## config.mk

```make
export PLATFORM = sky130hd
export DESIGN_NAME = updown_counter_param
export DESIGN_NICKNAME = d
export VERILOG_FILES = /design/src/rtl/counter_pkg.sv /design/src/rtl/counter_next_val.sv /design/src/rtl/updown_counter_param.sv
export SDC_FILE = /design/constraint.sdc
export NUM_CORES = 1
export LEC_CHECK = 0
export ABC_AREA = 1
export CAP_MARGIN = 40
export CELL_PAD_IN_SITES_DETAIL_PLACEMENT = 0
export CELL_PAD_IN_SITES_GLOBAL_PLACEMENT = 2
export CORE_ASPECT_RATIO = 0.9
export CORE_MARGIN = 8
export CORE_UTILIZATION = 25
export CTS_CLUSTER_SIZE = 30
export DETAILED_ROUTE_END_ITERATION = 10
export PLACE_DENSITY = 0.91
export SYNTH_ARGS = -nofsm -noshare
export SYNTH_HDL_FRONTEND = slang
export SYNTH_SLANG_ARGS = --single-unit
```

## constraint.sdc

```tcl
create_clock -name clk -period 3.9 [get_ports clk]
set_input_delay 0.975 -clock clk [delete_from_list [all_inputs] [get_ports clk]]
set_output_delay 0.975 -clock clk [all_outputs]
set_load 0.03 [all_outputs]
```

## src/rtl/counter_pkg.sv

```systemverilog
// Shared constants for the counter library: step direction and limit behaviour.
package counter_pkg;

   // Direction of an enabled step, encoded to match the mode input pin.
   typedef enum logic {
      CNT_DN = 1'b0,
      CNT_UP = 1'b1
   } dir_e;

   // Limit behaviour: wrap around to the opposite limit, or hold at the limit.
   localparam int CNT_WRAP = 0;
   localparam int CNT_SAT  = 1;

endpackage

```

## src/rtl/counter_next_val.sv

```systemverilog
// Combinational next-value logic for a bounded up/down counter.
// Given the present count and the direction, produces the count after one
// enabled step and flags whether that step hit a limit.
module CounterNextVal
   import counter_pkg::*;
#(
   parameter int               WIDTH    = 8,
   parameter logic [WIDTH-1:0] MAX_VAL  = {WIDTH{1'b1}},
   parameter int               SATURATE = CNT_WRAP
) (
   input  logic [WIDTH-1:0] count,
   input  dir_e             dir,
   output logic [WIDTH-1:0] nextCount,
   output logic             boundary
);

   // One step in the requested direction; at a limit either wrap to the
   // opposite limit or stay put, and report the limit hit either way.
   always_comb begin
      nextCount = count;
      boundary  = 1'b0;
      if (dir == CNT_UP) begin
         if (count == MAX_VAL) begin
            boundary  = 1'b1;
            nextCount = (SATURATE == CNT_SAT) ? MAX_VAL : '0;
         end else begin
            nextCount = count + 1'b1;
         end
      end else begin
         if (count == '0) begin
            boundary  = 1'b1;
            nextCount = (SATURATE == CNT_SAT) ? '0 : MAX_VAL;
         end else begin
            nextCount = count - 1'b1;
         end
      end
   end

endmodule

```

## src/rtl/updown_counter_param.sv

```systemverilog
// Parametrised up/down counter with enable, synchronous clamped load,
// wrap/saturate limit behaviour and a registered terminal-count pulse.
// Legal counts are 0..MAX_VAL; the count register never leaves that range.
module updown_counter_param
   import counter_pkg::*;
#(
   parameter int          WIDTH    = 8,
   parameter int unsigned MAX_VAL  = 2**WIDTH-1,
   parameter int          SATURATE = CNT_WRAP
) (
   input  logic             clk,
   input  logic             rst,
   input  logic             en,
   input  logic             mode,
   input  logic             load,
   input  logic [WIDTH-1:0] load_val,
   output logic [WIDTH-1:0] count,
   output logic             tc,
   output logic             at_max,
   output logic             at_min
);

   // Upper limit reduced to the counter width so every comparison stays at WIDTH bits.
   localparam logic [WIDTH-1:0] MAX_C = WIDTH'(MAX_VAL);

   logic [WIDTH-1:0] stepCount;
   logic             stepBoundary;
   logic [WIDTH-1:0] loadClamped;

   CounterNextVal #(
      .WIDTH    (WIDTH),
      .MAX_VAL  (MAX_C),
      .SATURATE (SATURATE)
   ) uNextVal (
      .count     (count),
      .dir       (dir_e'(mode)),
      .nextCount (stepCount),
      .boundary  (stepBoundary)
   );

   // Loaded values above the limit are pulled down to the limit so an
   // out-of-range load can never put the counter in an illegal state.
   always_comb begin
      loadClamped = load_val;
      if (load_val > MAX_C) begin
         loadClamped = MAX_C;
      end
   end

   // State update with priority reset > load > enabled step > hold; tc only
   // reflects a limit hit on this edge's enabled step.
   always_ff @(posedge clk) begin
      if (rst) begin
         count <= '0;
         tc    <= 1'b0;
      end else if (load) begin
         count <= loadClamped;
         tc    <= 1'b0;
      end else if (en) begin
         count <= stepCount;
         tc    <= stepBoundary;
      end else begin
         tc    <= 1'b0;
      end
   end

   assign at_max = (count == MAX_C);
   assign at_min = (count == '0);

endmodule

```

==> impl_results.md <==
* Postcts setup bufs at 0
* EDFF count, synth at 0
* Synthesis Warnings at 0
* TNS Setup at 0 ns
* Pre-CTS setup slack at roughly 1.2 ns
* Post-route DRC at 0
* Switching portion of total power at 0.366
* Crit path arrival time at 2.00 ns
* GPL Wtd Cong at 0.840
* CP Data Required Time at approximately 2.9 ns
* CTS H-tree lvls at 1
* # hold bufs at CTS at 0
* Final setup fails at 0
* Seq pwr share at 0.329
* Row Count at 20
* CTS resizes at 0
* Outcome: finished clean
* Clock network latency to the later pin of the worst-skew pair at between 0.2 and 0.25 ns
* Wire per inst at between 10 and 15 um
* Syn_nets at 150
* Final ANT Viol Nets at 0
* Routed WL at between 2000 and 3000 um
* Yosys cell types at 28
* Fin Hold WS at 0.568 ns
* Largest net degree at the start of global routing at 13
* Hold Vio Cnt, Final at 0
* Worst Tran Pin Value at ~0.46 ns
* Crit Path Category: reg2out
* Register area share after synthesis at 0.216
* Tightest Hold Check Type: reg2reg
* Vias in the first global route at between 800 and 900
* Iteration-0 DRC Markers at 82
* #FFs+latches synth at 9
* RSZ-0062 raised after global routing: no
* Final worst-path cycle share at 0.762
* CTS tree: built
* Clock buffer depth at 2
* Peak Freq at approximately 340 MHz
* Filler Cell Count at 351
* Vias at 910
* Design Area, Final at roughly 0.0011 mm2
* Port Buffers at 23
* Gr usage total at 0.0984
* Share of flip-flops with an asynchronous set or reset at 0
* Worst Setup End Kind: output port
* Pint at approximately 0.00023 W
* DP Wirelength at between 2000 and 2500 um
* Routed vias/inst at approximately 4.5
* Antenna violations before repair at 0
* Dpl cells at around 200
* Average instance area after synthesis at about 6.2 um2
* Sw power at around 0.00013 W
* Crit-path max FO at 7
* Rel. slew slack at 0.695
* Overflow after GRT at 0
* Starting Density at 0.255
* First-pass GRT wire length at approximately 4400 um
* Slew Limit Fails at 0
* Antenna Cells at 0
* Core Region at about 0.0033 mm2
* Root buffer cell: clkbuf_8
* Final setup margin at slightly above 0.9 ns
* Clock Pin Slew Worst Setup and Hold Paths at roughly 0.050 ns
* Worst VDD drop at ~0.00012 V
* Clock share of power at 0.311
* Max Cap Viol at 0
* Ratio of cells with drive above 1 in the final layout at 0.146
* Post-synth top flop: dfxtp_1
* Pwr dens at about 310 mW/mm2
* Die ar. at around 0.0055 mm2
* Setup Skew at 0.000324 ns
* Placed inst area at 0.00109 mm2
* First-pass DRT Iterations at 4
* Clk sink count at 9
* Die Height at 70.9 um
* Cells after synthesis at between 100 and 150
* Minimum clock period at between 2 and 3 ns
* Combinational share of power at 0.359
* Finished Layout Cells at between 200 and 250
* Leakage at a little under 0.5 nW
* Crit path launch type: flip-flop
* Num CTS Buffers at 3
* Area Overhead vs Synth at 35.3%
* Mapped Area at between 800 and 900 um2
* Width of the die at between 70 and 80 um
* Boundary pin count at 24
* Nets at 174
## layer usage
layer,wire length [um],track usage,vias up
li1,-,-,487
met1,1220,0.123,404
met2,1170,0.150,19
met3,134,0.0380,0
met4,0,0.0320,0
met5,0,0,-
## power by group through the flow
stage          logic (W)  registers [W]  clock network [W]
3_5_place_dp    0.000128       0.000119                  0
3_3_place_gp    0.000129       0.000118                  0
5_1_grt         0.000143       0.000119           0.000120
2_1_floorplan  0.0000807       0.000123                  0
6_report        0.000128       0.000117           0.000111
4_1_cts         0.000129       0.000117           0.000114
## critical path, cell delays in order (launching register included)
cell,delay [ns]
dfxtp_1,0.47
ha_1,0.23
nand2_2,0.08
nor2_2,0.16
nand2_1,0.09
inv_2,0.06
clkdlybuf4s50_1,0.66
## registers in the layout, indices dropped and copies added, names as in the netlist
register  count
count         8
tc            1
## worst paths after layout
check,from,end,slack (ns),cells after the start
setup / recovery,count[0],at_max,0.93,6
hold / removal,count[1],count[1],0.57,2
setup reg to reg,count[0],count[7],2.37,8
hold reg to reg,count[1],count[1],0.57,2
## cell families (layout without fill, tap and decap cells)
family,count (synthesis),after routing,synth area share
XOR/XNOR,4,4,0.0419
flip-flops,9,9,0.216
buffers and inverters,22,45,0.126
AO/OA/AOI/OAI,25,25,0.183
adder cells (fa/ha/maj),3,3,0.0449
AND/OR/NAND/NOR,71,71,0.389
## area by class of cell
cell class | count | area [um2] | area share
clock buffers | 4 | 45.0 | 0.0398
flip-flops and latches | 9 | 180 | 0.159
repair buffers | 23 | 230 | 0.204
well taps | 44 | 55.1 | 0.0487
inverters | 18 | 70.1 | 0.0619
multi-input cells | 103 | 551 | 0.487
## Yosys cell counts (4+ instances only)
| master | n | area [um2] |
|---|---|---|
| inv_2 | 6 | 22.5 |
| inv_1 | 11 | 41.3 |
| nor2_2 | 4 | 25.0 |
| nand3_1 | 14 | 70.1 |
| a21oi_1 | 5 | 25.0 |
| dfxtp_1 | 9 | 180 |
| nand2_1 | 37 | 139 |
| o21ai_1 | 4 | 20.0 |
| o21ai_0 | 6 | 30.0 |
| nor2_1 | 7 | 26.3 |
## layout by cell type, fill, tap and decap left out
master | netlist | routed
a21oi_1 | 5 | 5
a21oi_2 | 2 | 2
a22oi_1 | 1 | 1
a31oi_1 | 3 | 3
a41oi_1 | 1 | 1
clkbuf_1 | 0 | 1
clkbuf_8 | 0 | 3
clkdlybuf4s50_1 | 0 | 23
dfxtp_1 | 9 | 9
ha_1 | 3 | 3
inv_1 | 11 | 11
inv_2 | 6 | 6
inv_4 | 1 | 1
nand2_1 | 37 | 37
nand2_2 | 3 | 3
nand3_1 | 14 | 14
nand3_2 | 1 | 1
nand4_1 | 2 | 2
nor2_1 | 7 | 7
nor2_2 | 4 | 4
nor2_4 | 1 | 1
o211ai_1 | 1 | 1
o21ai_0 | 6 | 6
o21ai_1 | 4 | 4
o221ai_1 | 2 | 2
or2_2 | 2 | 2
xnor2_1 | 1 | 1
xor2_1 | 3 | 3
## through the flow
step / utilization / total power, W
6_report: 0.345 / 0.000355
5_1_grt: 0.345 / 0.000382
4_1_cts: 0.345 / 0.000360
3_5_place_dp: 0.331 / 0.000247
3_3_place_gp: 0.331 / 0.000247
2_1_floorplan: - / 0.000204
No activity file was read; power rests on OpenSTA's default activity.
